==> src/rtl/alu_muldiv_seq.sv <==
// Multi-cycle 8x8 unsigned multiply / 8/8 unsigned divide sequencer driving a shared 8-bit ALU.
// Multiply is shift-add (3 ALU ops per bit); divide is restoring (4 ALU ops per bit).
module alu_muldiv_seq (
  input  logic        i_clk,
  input  logic        i_rst_n,
  input  logic        i_start,
  input  logic        i_op,
  input  logic [7:0]  i_opa,
  input  logic [7:0]  i_opb,
  output logic        o_busy,
  output logic        o_done,
  output logic        o_err,
  output logic [15:0] o_result,
  output logic [7:0]  o_alu_a,
  output logic [7:0]  o_alu_b,
  output logic [3:0]  o_alu_mode,
  output logic        o_alu_cin,
  input  logic [7:0]  i_alu_out,
  input  logic        i_alu_cout
);

  typedef enum logic [3:0] {
    StIdle, StMulAdd, StMulRh, StMulRl, StDivSl, StDivRl, StDivSub, StDivOr, StDone
  } state_e;

  state_e      r_state;
  logic [7:0]  r_m, r_hi, r_lo;
  logic        r_c, r_acc;
  logic [2:0]  r_cnt;
  logic        r_busy, r_done, r_err;
  logic [15:0] r_result;
  logic        w_acc;

  // ALU carry-out on SUB is the borrow: subtract succeeds if the 9th bit is set or no borrow.
  assign w_acc = r_c | ~i_alu_cout;

  always_comb begin
    o_alu_a    = 8'h00;
    o_alu_b    = 8'h00;
    o_alu_mode = 4'b0000;
    o_alu_cin  = 1'b0;
    unique case (r_state)
      StMulAdd: begin
        o_alu_mode = 4'b0101;
        o_alu_a    = r_hi;
        o_alu_b    = r_lo[0] ? r_m : 8'h00;
      end
      StMulRh: begin
        o_alu_mode = 4'b1110;
        o_alu_a    = r_hi;
        o_alu_cin  = r_c;
      end
      StMulRl: begin
        o_alu_mode = 4'b1110;
        o_alu_a    = r_lo;
        o_alu_cin  = r_c;
      end
      StDivSl: begin
        o_alu_mode = 4'b1010;
        o_alu_a    = r_lo;
      end
      StDivRl: begin
        o_alu_mode = 4'b1101;
        o_alu_a    = r_hi;
        o_alu_cin  = r_c;
      end
      StDivSub: begin
        o_alu_mode = 4'b1000;
        o_alu_a    = r_hi;
        o_alu_b    = r_m;
      end
      StDivOr: begin
        o_alu_mode = 4'b0011;
        o_alu_a    = r_lo;
        o_alu_b    = {7'b0, r_acc};
      end
      default: ;
    endcase
  end

  always_ff @(posedge i_clk or negedge i_rst_n) begin
    if (!i_rst_n) begin
      r_state  <= StIdle;
      r_m      <= 8'h00;
      r_hi     <= 8'h00;
      r_lo     <= 8'h00;
      r_c      <= 1'b0;
      r_acc    <= 1'b0;
      r_cnt    <= 3'd0;
      r_busy   <= 1'b0;
      r_done   <= 1'b0;
      r_err    <= 1'b0;
      r_result <= 16'h0000;
    end else begin
      unique case (r_state)
        StIdle: begin
          if (i_start) begin
            r_busy <= 1'b1;
            r_err  <= 1'b0;
            r_hi   <= 8'h00;
            r_cnt  <= 3'd0;
            if (!i_op) begin
              r_m     <= i_opa;
              r_lo    <= i_opb;
              r_state <= StMulAdd;
            end else if (i_opb == 8'h00) begin
              r_result <= {i_opa, 8'hFF};
              r_err    <= 1'b1;
              r_done   <= 1'b1;
              r_state  <= StDone;
            end else begin
              r_m     <= i_opb;
              r_lo    <= i_opa;
              r_state <= StDivSl;
            end
          end
        end
        StMulAdd: begin
          r_hi    <= i_alu_out;
          r_c     <= i_alu_cout;
          r_state <= StMulRh;
        end
        StMulRh: begin
          r_hi    <= i_alu_out;
          r_c     <= i_alu_cout;
          r_state <= StMulRl;
        end
        StMulRl: begin
          r_lo <= i_alu_out;
          // Result is loaded on the way into DONE so it is valid alongside the done pulse.
          if (r_cnt == 3'd7) begin
            r_result <= {r_hi, i_alu_out};
            r_done   <= 1'b1;
            r_state  <= StDone;
          end else begin
            r_cnt   <= r_cnt + 3'd1;
            r_state <= StMulAdd;
          end
        end
        StDivSl: begin
          r_lo    <= i_alu_out;
          r_c     <= i_alu_cout;
          r_state <= StDivRl;
        end
        StDivRl: begin
          r_hi    <= i_alu_out;
          r_c     <= i_alu_cout;
          r_state <= StDivSub;
        end
        StDivSub: begin
          r_acc <= w_acc;
          if (w_acc) r_hi <= i_alu_out;
          r_state <= StDivOr;
        end
        StDivOr: begin
          r_lo <= i_alu_out;
          if (r_cnt == 3'd7) begin
            r_result <= {r_hi, i_alu_out};
            r_done   <= 1'b1;
            r_state  <= StDone;
          end else begin
            r_cnt   <= r_cnt + 3'd1;
            r_state <= StDivSl;
          end
        end
        StDone: begin
          r_done  <= 1'b0;
          r_busy  <= 1'b0;
          r_state <= StIdle;
        end
        default: r_state <= StIdle;
      endcase
    end
  end

  assign o_busy   = r_busy;
  assign o_done   = r_done;
  assign o_err    = r_err;
  assign o_result = r_result;

endmodule
==> config.mk <==
export PLATFORM = sky130hd
export DESIGN_NAME = alu_muldiv_seq
export DESIGN_NICKNAME = d
export VERILOG_FILES = /design/src/rtl/alu_muldiv_seq.sv
export SDC_FILE = /design/constraint.sdc
export NUM_CORES = 1
export LEC_CHECK = 0
export BUFFER_PORTS_ARGS = -buffer_cell sky130_fd_sc_hd__buf_4
export CAP_MARGIN = 20
export CORE_MARGIN = 10
export CORE_UTILIZATION = 50
export CTS_BUF_LIST = sky130_fd_sc_hd__clkbuf_2 sky130_fd_sc_hd__clkbuf_4 sky130_fd_sc_hd__clkbuf_8
export CTS_CLUSTER_SIZE = 12
export DETAILED_ROUTE_END_ITERATION = 8
export HOLD_SLACK_MARGIN = 0.03
export PLACE_DENSITY = 0.83
export RECOVER_POWER = 100
export SLEW_MARGIN = 40
export SYNTH_ARGS = -nofsm -noshare
export SYNTH_HDL_FRONTEND = slang
export SYNTH_SLANG_ARGS = --single-unit
export TNS_END_PERCENT = 10
==> constraint.sdc <==
create_clock -name i_clk -period 1.8 [get_ports i_clk]
set_clock_uncertainty 0.05 [all_clocks]
set_input_delay 0 -clock i_clk [delete_from_list [all_inputs] [get_ports i_clk]]
set_output_delay 0 -clock i_clk [all_outputs]
set_load 0.005 [all_outputs]
==> summary.txt <==
Result of the run - finished, violations left
Failing checks - negative setup slack
Number of I/O pins - 69
Antenna violations before repair - 0
Final Slew Violations - 0
Horizontal die dimension - 93.6 µm
Sequential-to-total area share from yosys stat - 48.0%
Number of endpoints failing setup at the final stage - 62
Gate count after technology mapping - 243
DRC marker count from the first detailed-route iteration - 192
Final wirelength - 9.91 mm
Wire length per cell after detailed routing - 21.6 µm
Slew HR - 12.8%
Footprint of the flip-flops and latches - 1300 µm²
Core Area - 5170 µm²
Yosys reg bits - 52
R2r endpoint - r_lo[7]
Fin crit share - 117%
Cell at the slowest stage of the critical path - sky130_fd_sc_hd__or4_4
Endpoint of the worst hold-timing path - r_lo[2]
Number of different library cells in the post-synthesis netlist - 42
Clock H-tree levels - 2
Startpoint type of the worst setup path - flop
Buffers on Ports - 68
Depth of the worst register-to-register path - 7
Clock latency on the worst-skew pair - 0.33 ns
Post-synth ARST share - 100%
Pleak - 1.90 nW
CTS Buf Count - 5
Worst Max-Slew Pin Slew - 1.31 ns
Highest ir drop seen on vdd - 0.00113 V
CP Max Fanout - 7
Clock slew seen by the registers of the worst setup and hold paths - 0.11 ns
Fraction of final layout cells with drive strength greater than 1 - 41.5%
Crit path time final - 2.11 ns
Required time worst endpoint - 1.96 ns
Final layout net count - 418
First-pass iteration count of the detailed router - 4
WP data arrival - 2.27 ns
Synth area leader - sky130_fd_sc_hd__dfrtp_1
Count of antenna diodes in the layout - 0
Combined area of all synthesized cells - 2710 µm²
Residual antenna-violating net count after detailed routing - 0
Layout overhead on the synthesized area - 55.2%
CTS tree - done
Critical path cell sequence - buf_6 -> or4_4 -> a311oi_4 -> buf_12 -> buf_8 -> buf_4 -> a211oi_2
Leading register cell type out of synthesis - sky130_fd_sc_hd__dfrtp_1
Leading cell types in the layout, fill and taps excluded - sky130_fd_sc_hd__buf_4 (83), sky130_fd_sc_hd__dfrtp_1 (51), sky130_fd_sc_hd__dlygate4sd3_1 (28)
DRC errors left - 0
Filler-free cell count of the finished design - 458
Count of final hold-check violations - 0
Worst setup slack for register-to-register paths - -0.31 ns
Setup total negative slack - -12.78 ns
Die height - 93.6 µm
Pin count of the biggest net entering global routing - 53
Max Cap Viol - 0
Aggregate global-route resource usage - 20.9%
# rows - 26
Worst setup slack after placement - -0.192 ns
Die area - 8760 µm²
Synthesis Warnings - 0
Global-route wire length before repair - 14.7 mm
Unrepaired setup endpoints after global routing - yes
Via-to-Cell Ratio - 5.98
Worst min-delay path category - primary input to flop
Area of the multi-input gates - 1390 µm²
Global route overflow - 0
Type of the worst setup path - flop to flop
Hold path depth - 3
Number of synthesized flops with an enable pin - 0
Clock Sink Count - 52
Starting density of the core - 52.4%
Most common cell after layout, fill and taps aside - sky130_fd_sc_hd__buf_4
Number of global-route vias before repair - 2809
Slowest Stage Delay on Critical Path - 0.56 ns
Number of buffers between clock root and the deepest sink - 2
FMAX - 473 MHz
Worst path top cell family by delay - simple AND/OR/NAND/NOR gates
Fin worst setup slack - -0.313 ns
Final core occ - 81.3%
Routability congestion estimate from global placement - 0.860
Net Count, Synth - 274
Hold Slack - 0.0518 ns
Yosys top cell area share - 48.0%
Half-perimeter wire length after placement - 5.63 mm
Average size of a mapped cell - 11.1 µm²
Power Dens Cells - 1800 nW/µm²
Total number of vias - 2741
Biggest area contributors in the synthesized netlist - sky130_fd_sc_hd__dfrtp_1 (48%), sky130_fd_sc_hd__a22o_1 (6.1%), sky130_fd_sc_hd__mux2i_1 (5.9%), sky130_fd_sc_hd__mux2_2 (4.2%), sky130_fd_sc_hd__mux2_1 (3.3%)
Worst min-delay path startpoint - i_opb[2]
Worst setup EP type - flop
Worst R2R Start - r_state[1]
Buffer cell driving the clock tree root - sky130_fd_sc_hd__clkbuf_8
Filler Cell Count - 282
Total buffers and inverters traversed by the critical path - 4
Placed cells - 396
==> layer usage <==
| metal | track usage (%) | wire [µm] | vias to the layer above |
|---|---|---|---|
| met3 | 4.08 | 756 | 36 |
| met5 | 0 | 0 | - |
| met2 | 34.2 | 4850 | 169 |
| met1 | 26.1 | 3970 | 1349 |
| li1 | - | - | 1187 |
| met4 | 9.11 | 332 | 0 |
==> worst max path at each step <==
| stage | start | to | cells after the start |
|---|---|---|---|
| after floorplan | r_state[0] | r_lo[2] | 6 |
| after global placement | r_state[1] | o_result[9] | 5 |
| after detailed placement | r_state[1] | o_result[2] | 7 |
| after CTS | r_state[1] | o_alu_a[6] | 7 |
| after global routing | r_state[1] | r_lo[2] | 7 |
| final | r_state[1] | r_lo[7] | 7 |
==> through the flow <==
step	cell area, µm²	total power [mW]
2_1_floorplan	2710	4.05
3_3_place_gp	3500	5.64
3_5_place_dp	3500	5.77
4_1_cts	4090	7.01
5_1_grt	4210	7.94
6_report	4210	7.55
==> sequential cells by signal (all words and copies together), names as in the netlist <==
name / flops
o_err: 1
r_state: 4
o_busy: 1
r_cnt: 3
r_acc: 1
o_done: 1
r_hi: 8
o_result: 16
r_c: 1
r_lo: 8
r_m: 8
==> power breakdown <==
part / internal [mW] / switching, mW
clock network: 0.308 / 0.413
logic: 2.60 / 2.11
registers: 1.72 / 0.403
total: 4.62 / 2.93
==> cell type report <==
| type | count | share of cell area [%] |
|---|---|---|
| Multi-Input combinational cell | 168 | 33.0 |
| Timing Repair Buffer | 155 | 31.3 |
| Sequential cell | 52 | 31.0 |
| Tap cell | 70 | 2.08 |
| Clock buffer | 6 | 1.96 |
| Inverter | 5 | 0.446 |
| Clock inverter | 2 | 0.238 |
==> cell usage after synthesis, types with 5 or more instances <==
cell,instances
sky130_fd_sc_hd__nor3_1,13
sky130_fd_sc_hd__mux2_2,10
sky130_fd_sc_hd__mux2i_1,16
sky130_fd_sc_hd__inv_1,5
sky130_fd_sc_hd__clkbuf_1,6
sky130_fd_sc_hd__nor2b_1,9
sky130_fd_sc_hd__a21oi_1,14
sky130_fd_sc_hd__nor2_1,17
sky130_fd_sc_hd__buf_2,7
sky130_fd_sc_hd__o22a_1,8
sky130_fd_sc_hd__dfrtp_1,52
sky130_fd_sc_hd__a211oi_2,5
sky130_fd_sc_hd__mux2_1,8
sky130_fd_sc_hd__a22o_1,19
sky130_fd_sc_hd__and2_1,8
==> worst min-delay path: cells and delay by family <==
family                 cells  cell delay (ns)
buffers and inverters      1             0.12
AOI/OAI and AO/OA          1             0.09
muxes                      1             0.17
==> repair_timing <==
| item | in CTS | in global routing |
|---|---|---|
| pin swaps | 10 | 14 |
| gates resized for setup | 24 | 14 |
| setup endpoints to repair | 58 | 62 |
| hold endpoints to repair | 90 | 0 |
| hold buffers | 28 | 0 |
| buffers inserted | 13 | 13 |
| cloned | 1 | 0 |
==> kinds of logic after synthesis <==
logic type | count (synthesis) | synth area share (%)
buffers and inverters | 23 | 4.06
adders and majority gates | 2 | 0.924
muxes | 34 | 13.4
DFF | 52 | 48.0
AOI/OAI and AO/OA | 67 | 20.1
and+or+nand+nor | 65 | 13.5
Power figures use the tool's default switching activity.
